===== src/rtl/earom_nvram_server_pkg.sv =====
// Shared types and default constants for the EAROM NVRAM server.
// The upload FSM state is exported so checkers can observe it directly.
package bz_nvram_pkg;

    typedef enum logic [1:0] {
        IDLE  = 2'd0,
        FETCH = 2'd1,
        LATCH = 2'd2
    } nv_state_e;

    localparam int          IOCTL_ADDR_W   = 25;
    localparam logic [7:0]  NV_INDEX_DEF   = 8'd4;
    localparam logic [7:0]  FILL_BYTE_DEF  = 8'hFF;
    localparam logic [23:0] QUIET_CYC_DEF  = 24'd5_000_000;

endpackage


===== src/rtl/earom_nvram_server_if.sv =====
// HPS ioctl transfer bundle as seen by the NVRAM server.
// Handshake: a one-cycle ioctl_rd is accepted when ioctl_wait is low; ioctl_wait
// rises combinationally with the accepted strobe and ioctl_din is valid once it drops.
interface earom_nvram_server_if;
    import bz_nvram_pkg::*;

    logic                    ioctl_upload;
    logic                    ioctl_download;
    logic [7:0]              ioctl_index;
    logic [IOCTL_ADDR_W-1:0] ioctl_addr;
    logic                    ioctl_rd;
    logic                    ioctl_wr;
    logic [7:0]              ioctl_dout;
    logic [7:0]              ioctl_din;
    logic                    ioctl_wait;

    modport master (
        output ioctl_upload, ioctl_download, ioctl_index, ioctl_addr,
               ioctl_rd, ioctl_wr, ioctl_dout,
        input  ioctl_din, ioctl_wait
    );

    modport slave (
        input  ioctl_upload, ioctl_download, ioctl_index, ioctl_addr,
               ioctl_rd, ioctl_wr, ioctl_dout,
        output ioctl_din, ioctl_wait
    );

endinterface


===== src/rtl/earom_nvram_server_dpram.sv =====
// True dual-port DEPTH x 8 RAM with registered read data and no content reset.
// Port A serves the game, port B the ioctl path; callers never write one address from both ports.
module nvram_dpram #(
    parameter int ADDR_W = 6
) (
    input  logic              clk,
    input  logic              we_a,
    input  logic [ADDR_W-1:0] addr_a,
    input  logic [7:0]        wdata_a,
    output logic [7:0]        rdata_a,
    input  logic              we_b,
    input  logic [ADDR_W-1:0] addr_b,
    input  logic [7:0]        wdata_b,
    output logic [7:0]        rdata_b
);

    localparam int DEPTH = 2 ** ADDR_W;

    logic [7:0] mem [DEPTH];

    always_ff @(posedge clk) begin
        if (we_a) mem[addr_a] <= wdata_a;
        if (we_b) mem[addr_b] <= wdata_b;
        rdata_a <= mem[addr_a];
        rdata_b <= mem[addr_b];
    end

endmodule


===== src/rtl/earom_nvram_server.sv =====
// EAROM image holder: serves/restores the image over hps ioctl and requests a
// save once the game has modified it and then stayed quiet for QUIET_CYC cycles.
module earom_nvram_server
    import bz_nvram_pkg::*;
#(
    parameter int          ADDR_W    = 6,
    parameter logic [7:0]  NV_INDEX  = NV_INDEX_DEF,
    parameter logic [23:0] QUIET_CYC = QUIET_CYC_DEF,
    parameter logic [7:0]  FILL_BYTE = FILL_BYTE_DEF
) (
    input  logic                clk_sys,
    input  logic                reset,
    earom_nvram_server_if.slave ioctl,
    input  logic                game_we,
    input  logic [ADDR_W-1:0]   game_addr,
    input  logic [7:0]          game_wdata,
    output logic [7:0]          game_rdata,
    output logic                save_req,
    output logic                dirty,
    output nv_state_e           state_dbg
);

    logic              sel;
    logic              up_act;
    logic              dl_act;
    logic              addr_in_range;
    logic [ADDR_W-1:0] addr_b;
    logic              we_b;
    logic              game_ok;
    logic              we_a;
    logic [7:0]        rdata_b;

    assign sel           = (ioctl.ioctl_index == NV_INDEX);
    assign up_act        = ioctl.ioctl_upload & sel;
    assign dl_act        = ioctl.ioctl_download & sel;
    assign addr_in_range = (ioctl.ioctl_addr[IOCTL_ADDR_W-1:ADDR_W] == '0);
    assign addr_b        = ioctl.ioctl_addr[ADDR_W-1:0];
    assign we_b          = ioctl.ioctl_wr & dl_act & addr_in_range;

    // Game writes are frozen for the whole transfer; the address guard keeps the download winning on a clash.
    assign game_ok = game_we & ~up_act & ~dl_act;
    assign we_a    = game_ok & ~(we_b & (addr_b == game_addr));

    nvram_dpram #(
        .ADDR_W (ADDR_W)
    ) u_ram (
        .clk     (clk_sys),
        .we_a    (we_a),
        .addr_a  (game_addr),
        .wdata_a (game_wdata),
        .rdata_a (game_rdata),
        .we_b    (we_b),
        .addr_b  (addr_b),
        .wdata_b (ioctl.ioctl_dout),
        .rdata_b (rdata_b)
    );

    nv_state_e   state_q, state_d;
    logic        oob_q, oob_d;
    logic [7:0]  din_q, din_d;
    logic        wait_c;

    always_comb begin
        state_d = state_q;
        oob_d   = oob_q;
        din_d   = din_q;
        wait_c  = 1'b0;
        case (state_q)
            IDLE: begin
                if (ioctl.ioctl_rd && up_act) begin
                    wait_c  = 1'b1;
                    oob_d   = ~addr_in_range;
                    state_d = FETCH;
                end
            end
            FETCH: begin
                // Port B data registered at the strobe edge is valid in this cycle.
                wait_c  = 1'b1;
                din_d   = oob_q ? FILL_BYTE : rdata_b;
                state_d = LATCH;
            end
            LATCH: begin
                state_d = IDLE;
            end
            default: begin
                state_d = IDLE;
            end
        endcase
    end

    logic        up_act_q, dl_act_q;
    logic        dirty_q, dirty_d;
    logic [23:0] cnt_q, cnt_d;
    logic        save_q, save_d;
    logic        xfer_done;

    assign xfer_done = (up_act_q & ~up_act) | (dl_act_q & ~dl_act);

    always_comb begin
        dirty_d = dirty_q;
        cnt_d   = cnt_q;
        save_d  = 1'b0;
        if (game_ok) begin
            dirty_d = 1'b1;
            cnt_d   = QUIET_CYC;
        end else if (xfer_done) begin
            dirty_d = 1'b0;
            cnt_d   = '0;
        end else if (dirty_q && !up_act && (cnt_q != '0)) begin
            save_d = (cnt_q == 24'd1);
            cnt_d  = cnt_q - 24'd1;
        end
    end

    always_ff @(posedge clk_sys) begin
        if (reset) begin
            state_q  <= IDLE;
            oob_q    <= 1'b0;
            din_q    <= 8'h00;
            up_act_q <= 1'b0;
            dl_act_q <= 1'b0;
            dirty_q  <= 1'b0;
            cnt_q    <= '0;
            save_q   <= 1'b0;
        end else begin
            state_q  <= state_d;
            oob_q    <= oob_d;
            din_q    <= din_d;
            up_act_q <= up_act;
            dl_act_q <= dl_act;
            dirty_q  <= dirty_d;
            cnt_q    <= cnt_d;
            save_q   <= save_d;
        end
    end

    assign ioctl.ioctl_din  = din_q;
    assign ioctl.ioctl_wait = wait_c;
    assign save_req         = save_q;
    assign dirty            = dirty_q;
    assign state_dbg        = state_q;

endmodule


===== src/flat_wrapper.sv =====
// flat-port wrapper written by rule: the top's interface ports become plain ports
module earom_nvram_server_flat import bz_nvram_pkg::*;
#(
    parameter int          ADDR_W    = 6,
    parameter logic [7:0]  NV_INDEX  = NV_INDEX_DEF,
    parameter logic [23:0] QUIET_CYC = QUIET_CYC_DEF,
    parameter logic [7:0]  FILL_BYTE = FILL_BYTE_DEF
)
  (clk_sys, reset, game_we, game_addr, game_wdata, game_rdata, save_req, dirty, state_dbg, ioctl_ioctl_upload, ioctl_ioctl_download, ioctl_ioctl_index, ioctl_ioctl_addr, ioctl_ioctl_rd, ioctl_ioctl_wr, ioctl_ioctl_dout, ioctl_ioctl_din, ioctl_ioctl_wait);
  earom_nvram_server_if ioctl_i ();
  input  logic clk_sys;
  input  logic reset;
  input  logic game_we;
  input  logic [ADDR_W-1:0] game_addr;
  input  logic [7:0] game_wdata;
  output logic [7:0] game_rdata;
  output logic save_req;
  output logic dirty;
  output nv_state_e state_dbg;
  input wire logic [$bits(ioctl_i.ioctl_upload)-1:0] ioctl_ioctl_upload;
  input wire logic [$bits(ioctl_i.ioctl_download)-1:0] ioctl_ioctl_download;
  input wire logic [$bits(ioctl_i.ioctl_index)-1:0] ioctl_ioctl_index;
  input wire logic [$bits(ioctl_i.ioctl_addr)-1:0] ioctl_ioctl_addr;
  input wire logic [$bits(ioctl_i.ioctl_rd)-1:0] ioctl_ioctl_rd;
  input wire logic [$bits(ioctl_i.ioctl_wr)-1:0] ioctl_ioctl_wr;
  input wire logic [$bits(ioctl_i.ioctl_dout)-1:0] ioctl_ioctl_dout;
  output wire logic [$bits(ioctl_i.ioctl_din)-1:0] ioctl_ioctl_din;
  output wire logic [$bits(ioctl_i.ioctl_wait)-1:0] ioctl_ioctl_wait;
  assign ioctl_i.ioctl_upload = ioctl_ioctl_upload;
  assign ioctl_i.ioctl_download = ioctl_ioctl_download;
  assign ioctl_i.ioctl_index = ioctl_ioctl_index;
  assign ioctl_i.ioctl_addr = ioctl_ioctl_addr;
  assign ioctl_i.ioctl_rd = ioctl_ioctl_rd;
  assign ioctl_i.ioctl_wr = ioctl_ioctl_wr;
  assign ioctl_i.ioctl_dout = ioctl_ioctl_dout;
  assign ioctl_ioctl_din = ioctl_i.ioctl_din;
  assign ioctl_ioctl_wait = ioctl_i.ioctl_wait;
  earom_nvram_server #(.ADDR_W(ADDR_W), .NV_INDEX(NV_INDEX), .QUIET_CYC(QUIET_CYC), .FILL_BYTE(FILL_BYTE)) u_core (.clk_sys(clk_sys), .reset(reset), .ioctl(ioctl_i), .game_we(game_we), .game_addr(game_addr), .game_wdata(game_wdata), .game_rdata(game_rdata), .save_req(save_req), .dirty(dirty), .state_dbg(state_dbg));
endmodule

===== config.mk =====
export PLATFORM = sky130hd
export DESIGN_NAME = earom_nvram_server_flat
export DESIGN_NICKNAME = d
export VERILOG_FILES = /design/src/rtl/earom_nvram_server_pkg.sv /design/src/rtl/earom_nvram_server_if.sv /design/src/rtl/earom_nvram_server_dpram.sv /design/src/rtl/earom_nvram_server.sv /design/src/flat_wrapper.sv
export SDC_FILE = /design/constraint.sdc
export NUM_CORES = 1
export LEC_CHECK = 0
export ABC_CLOCK_PERIOD_IN_PS = 4600
export BUFFER_PORTS_ARGS = -buffer_cell sky130_fd_sc_hd__clkbuf_2
export CORE_MARGIN = 4
export CORE_UTILIZATION = 52
export DETAILED_ROUTE_END_ITERATION = 12
export GPL_TIMING_DRIVEN = 0
export PLACE_DENSITY = 0.66
export SETUP_SLACK_MARGIN = 0.15
export SLEW_MARGIN = 10
export SYNTH_ARGS = -nofsm -noshare
export SYNTH_HDL_FRONTEND = slang
export SYNTH_SLANG_ARGS = --single-unit

===== constraint.sdc =====
create_clock -name clk_sys -period 4.6 [get_ports clk_sys]
set_clock_uncertainty 0.15 [all_clocks]
set_input_delay 0.92 -clock clk_sys [delete_from_list [all_inputs] [get_ports clk_sys]]
set_output_delay 0.92 -clock clk_sys [all_outputs]
set_load 0.02 [all_outputs]

* Yosys cells after proc, flatten, opt, wreduce, memory -nomap -nowiden *
Memories as Yosys holds them, arrays and structs flattened. A register that Yosys moved wholly into a read port is not among the register bits.
Cells that the tools add are included.

word-level totals
  register bits after elaboration = 39
  RAM bits = 512
  input port bits = 62
  output and inout bits = 21
  logic and storage cells = 62
  memories = 1

operators by class
  $add $sub $neg = 1
  eq/ne operators = 5
  multiplexer cells = 17
  bitwise logic cells = 16
  reductions and logical operators = 13

memory list
  memory            depth  bits a word  rd ports  clocked after Yosys merged registers in  write ports  line                            text
  u_core.u_ram.mem  64     8            2         2                                        1            earom_nvram_server_dpram.sv:19  logic [7:0] mem [DEPTH];

operators with widths
  kind                                                                      count
  23-bit 2-to-1 mux                                                         3
  24-bit by 1-bit equality test with 1-bit output (second input constant)   1
  24-bit nonzero test                                                       1
  24-bit by 1-bit subtractor with 24-bit output (second input constant)     1
  19-bit zero test                                                          1
  8-bit 2-to-1 mux                                                          2
  1-bit bitwise AND                                                         10
  8-bit by 3-bit equality test with 1-bit output (second input constant)    1
  1-bit 2-to-1 mux                                                          8
  8-bit OR reduction                                                        1
  6-bit equality test                                                       1
  6-bit 2-to-1 mux                                                          1
  1-bit NOT                                                                 5
  2-bit one-hot mux with 2 select lines                                     1
  4-bit OR reduction                                                        1
  1-bit logical AND                                                         3
  3-bit nonzero test                                                        1
  3-bit OR reduction                                                        1
  2-bit by 1-bit equality test with 1-bit output (second input constant)    1
  2-bit zero test                                                           1
  2-bit 2-to-1 mux                                                          1
  2-bit by 1-bit inequality test with 1-bit output (second input constant)  1
  1-bit one-hot mux with 2 select lines                                     1
  2-bit AND reduction                                                       1
  3 further kinds                                                           3

* Depth between registers and ports, before layout *
  word-level depth = 10
  gate-level depth with buffers = 10

* By module *
From an unflattened synthesis, not the netlist that was laid out.

second synthesis, totals
  cell total of the unflattened synthesis = 2,675
  area, all modules = 33,216.9 µm²

modules (own cells, without submodules)
  module              instances  cells each  area each (µm²)  sequential area each (µm²)
  nvram_dpram         1          2,433       31,111.1         15,695.1
  earom_nvram_server  1          242         2,105.8          780.7

* Worst setup path before layout *
Ideal clock, no wire load.

  path kind = input -> register
  start point = input port ioctl_ioctl_addr[0]
  end point = memory u_core.u_ram.mem[34][0], enable pin
  arrival time = 3.047 ns
  required time = 4.067 ns
  slack = 1.019 ns
  stages = 8
  cell sequence = clkbuf_1 > buf_2 > buf_2 > buf_2 > buf_2 > nor3_1 > nor2_1 > nor3_1

on the way
  word-level cells in the longest chain between the ends = 7
  elaborated cells between the ends (all ways) = 8
  those cells by class = 1 x eq/ne; 4 x mux; 3 x bitwise

RTL lines
  item                                    line                            text
  start: declaration                      flat_wrapper.sv:23              input wire logic [$bits(ioctl_i.ioctl_addr)-1:0] ioctl_ioctl_addr;
  6-bit equality test                     earom_nvram_server.sv:42        assign we_a = game_ok & ~(we_b & (addr_b == game_addr));
  1-bit bitwise AND                       earom_nvram_server.sv:42
  1-bit NOT                               earom_nvram_server.sv:42
  1-bit bitwise AND                       earom_nvram_server.sv:42
  1-bit 2-to-1 mux                        earom_nvram_server_dpram.sv:22  if (we_a) mem[addr_a] <= wdata_a;
  1-bit 2-to-1 mux (not written as such)  earom_nvram_server_dpram.sv:22
  1-bit 2-to-1 mux (no line)              -
  end: declaration                        earom_nvram_server_dpram.sv:19

Parallel ways exist; a longest one is shown, timed or not.

* Worst setup path in the final report *
  start point = input port ioctl_ioctl_addr[2]
  end point = memory u_core.u_ram.mem[31][0], enable pin

The elaborated chain is that of the path after synthesis.

==> results.sh <==
export IMPL_status="completed"
export IMPL_hold_buffers=0
export IMPL_grt_pass1_vias=16500
export IMPL_avgRoutedWirePerCell_um=33.8
export IMPL_die_h_um=234
export IMPL_crit_arrival_ps=4680
export IMPL_p_sw_mw=2.70
export IMPL_drtIter0Drc=2406
export IMPL_critPathMaxFanout=10
export IMPL_min_to="u_core.cnt_q[3]"
export IMPL_antenna_found_initial=2
export IMPL_final_setup_tns_ps=0
export IMPL_cts_sinks=567
export IMPL_rsz0062_at_grt="true"
export IMPL_min_path_type="reg2reg"
export IMPL_drc=0
export IMPL_synth_area_per_cell_um2=16.8
export IMPL_timing_rr_start="u_core.u_ram.mem[27][4]"
export IMPL_synth_nets=1640
export IMPL_nFillCells=3798
export IMPL_rows=82
export IMPL_wl_met1_um=32200
export IMPL_wl_met3_um=9460
export IMPL_synth_flop_cell="edfxtp_1"
export IMPL_top_layer="met4"
export IMPL_grt_max_degree=65
export IMPL_setup_worst_path_class="in2reg"
export IMPL_grt_ovfl_total=0
export IMPL_fmax_mhz=218
export IMPL_stdcell_count=2430
export IMPL_dr_pass1_iters=6
export IMPL_ys_seq_area_share_pct=62.2
export IMPL_ys_types=62
export IMPL_setup_viol_count_final=0
export IMPL_period_share_pct=99.9
export IMPL_synthCells=1576
export IMPL_cts_made_buffers=57
export IMPL_clockBufferDepth=3
export IMPL_synth_edf_count=512
export IMPL_synth_warnings=0
export IMPL_finalHoldViolations=0
export IMPL_dp_cells=2323
export IMPL_portBuffers=74
export IMPL_cts_tree="yes"
export IMPL_synth_seq_cells=567
export IMPL_drive_above_1_share_pct=28.5
export IMPL_fin_crit_ps=4590
export IMPL_worst_slack_ps=6.07
export IMPL_synth_area_mm2=0.0265
export IMPL_whs_ps=340
export IMPL_num_vias=16900
export IMPL_die_w_um=234
export IMPL_grtUsageTotal_pct=30.1
export IMPL_seqPwrFrac_pct=49.9
export IMPL_layout_nets=1774
export IMPL_mostFrequentLayoutCell="edfxtp_1"
export IMPL_die_area_mm2=0.0546
export IMPL_r2r_end="u_core.u_ram.rdata_a[4]"
export IMPL_powerDensity_mw_per_mm2=385
export IMPL_combPwrFrac_pct=9.4
export IMPL_rr_worst_depth=6
export IMPL_viasPerCell=6.97
export IMPL_grt_pass1_wl_um=116000
export IMPL_vdd_drop_max_mv=0.271
export IMPL_swShare_pct=23.6
export IMPL_clockPowerShare_pct=40.7
export IMPL_critPathRequiredTime_ps=4690
export IMPL_start_util_pct=52.7
export IMPL_slew_limit_headroom_pct=11.7
export IMPL_hold_start="u_core.cnt_q[3]"
export IMPL_end_kind="flop"
export IMPL_synthArstFlopShare_pct=0
export IMPL_syn2layout_area_growth_pct=12.1
export IMPL_total_power_mw=11.4
export IMPL_h_tree_depth=2
export IMPL_min_delay_path_depth=2
export IMPL_path_clk_slew_ps=60
export IMPL_cp_start_kind="primary input"
export IMPL_clk_latency_ps=620
export IMPL_r2r_slack_ps=1630
export IMPL_cts_root_buffer="clkbuf_16"
export IMPL_wl_um=82200
export IMPL_gp_congestion=0.974
export IMPL_drv_cap=0
export IMPL_p_leak_nw=9.52
export IMPL_drv_slew=0
export IMPL_final_cell_mix="edfxtp_1, mux4_2, nor2_1"
export IMPL_internal_power_mw=8.74
export IMPL_hpwl_um=57700
export IMPL_postRouteAntennaNets=0
export IMPL_dr_wl_met2_um=37000
export IMPL_ioPinCount=83
export IMPL_core_mm2=0.0503
export IMPL_worst_pin_slew_ps=1290
export IMPL_pre_cts_slack_ps=-637
cells by family (layout without fill, tap and decap cells):
logic type,after synthesis,count (layout),synth area share [%]
flops,567,567,62.2
simple gates,336,336,6.08
mux,332,332,23.9
compound gates,202,202,5.20
buf+inv,121,302,1.96
xor+xnor,16,16,0.529
fa+ha+maj,2,2,0.0945
other cells,0,1,0
power groups by stage:
stage	registers [mW]	clock network, mW	logic [mW]
2_1_floorplan	5.82	0	0.628
3_3_place_gp	5.81	0	1.03
3_5_place_dp	5.82	0	1.04
4_1_cts	5.71	4.69	1.04
5_1_grt	5.71	4.90	1.11
6_report	5.71	4.66	1.07
per-stage QoR:
step | utilization (%) | instance area, um^2
after floorplan | - | 26500
after global placement | 55.1 | 27700
after detailed placement | 55.2 | 27700
after CTS | 58.9 | 29600
after global routing | 59.0 | 29700
final | 59.0 | 29700
worst max path at each step:
stage	startpoint	end	slack (ps)	cells after the start
2_1_floorplan	ioctl_ioctl_addr[0]	u_core.u_ram.mem[34][0]	1020	8
3_3_place_gp	ioctl_ioctl_addr[1]	u_core.u_ram.mem[34][3]	-1040	6
3_5_place_dp	ioctl_ioctl_addr[1]	u_core.u_ram.mem[42][2]	-640	6
4_1_cts	ioctl_ioctl_addr[2]	u_core.u_ram.mem[63][3]	150	6
5_1_grt	ioctl_ioctl_index[5]	u_core.u_ram.mem[57][5]	120	8
6_report	ioctl_ioctl_addr[2]	u_core.u_ram.mem[31][0]	6	6
layer usage:
layer,GRT usage (%),vias to the layer above
met5,0,-
met4,11.0,0
met3,7.45,192
met2,45.3,1127
met1,43.2,8816
li1,-,6806
flip-flops by register name, indices dropped and copies added, names as in the netlist, 2 cells and up:
name,count
u_core.u_ram.rdata_b,8
u_core.state_dbg,2
u_core.u_ram.mem,512
u_core.u_ram.rdata_a,8
u_core.ioctl.ioctl_din,8
u_core.cnt_q,24
critical path, cell delays in order:
cell      delay (ps)
clkbuf_1         810
buf_1            810
clkbuf_1         850
and4_1           320
a21oi_1          170
nor2_1           760
area by class of cell:
cell class	count	area, um^2	area share [%]
flip-flops and latches	567	16500	55.5
clock buffers	89	1730	5.82
repair buffers	75	378	1.27
diodes	1	2.50	0.00843
well taps	672	841	2.83
inverters	10	37.5	0.126
plain buffers	111	503	1.69
clock inverters	17	148	0.497
multi-input cells	888	9570	32.2
synth_stat cells, types with 6 or more instances:
cell type	n	area share, %
inv_1	10	0.14
o22ai_1	36	0.85
a32oi_1	8	0.26
o21ai_0	38	0.72
nand3_1	10	0.19
a2111oi_0	8	0.26
buf_2	34	0.64
a21oi_1	23	0.43
a31oi_1	10	0.24
mux2i_1	66	2.5
mux2_2	28	1.2
dfxtp_1	55	4.2
nor3_1	46	0.87
buf_4	6	0.17
a22oi_1	22	0.62
nor2_1	144	2.0
edfxtp_1	512	58
nand2b_1	16	0.38
clkbuf_1	62	0.88
a211oi_1	7	0.20
nor2b_1	22	0.52
o41ai_1	6	0.20
xor2_1	13	0.43
nand2_1	45	0.64
buf_1	9	0.13
mux4_2	238	20
nor4_1	10	0.24
repair_timing:
item | in CTS | in global routing
gates resized for setup | 8 | 10
buffers inserted | 0 | 0
endpoints found under the setup margin | 67 | 86
Note: power is estimated with default switching activity, not from simulation.
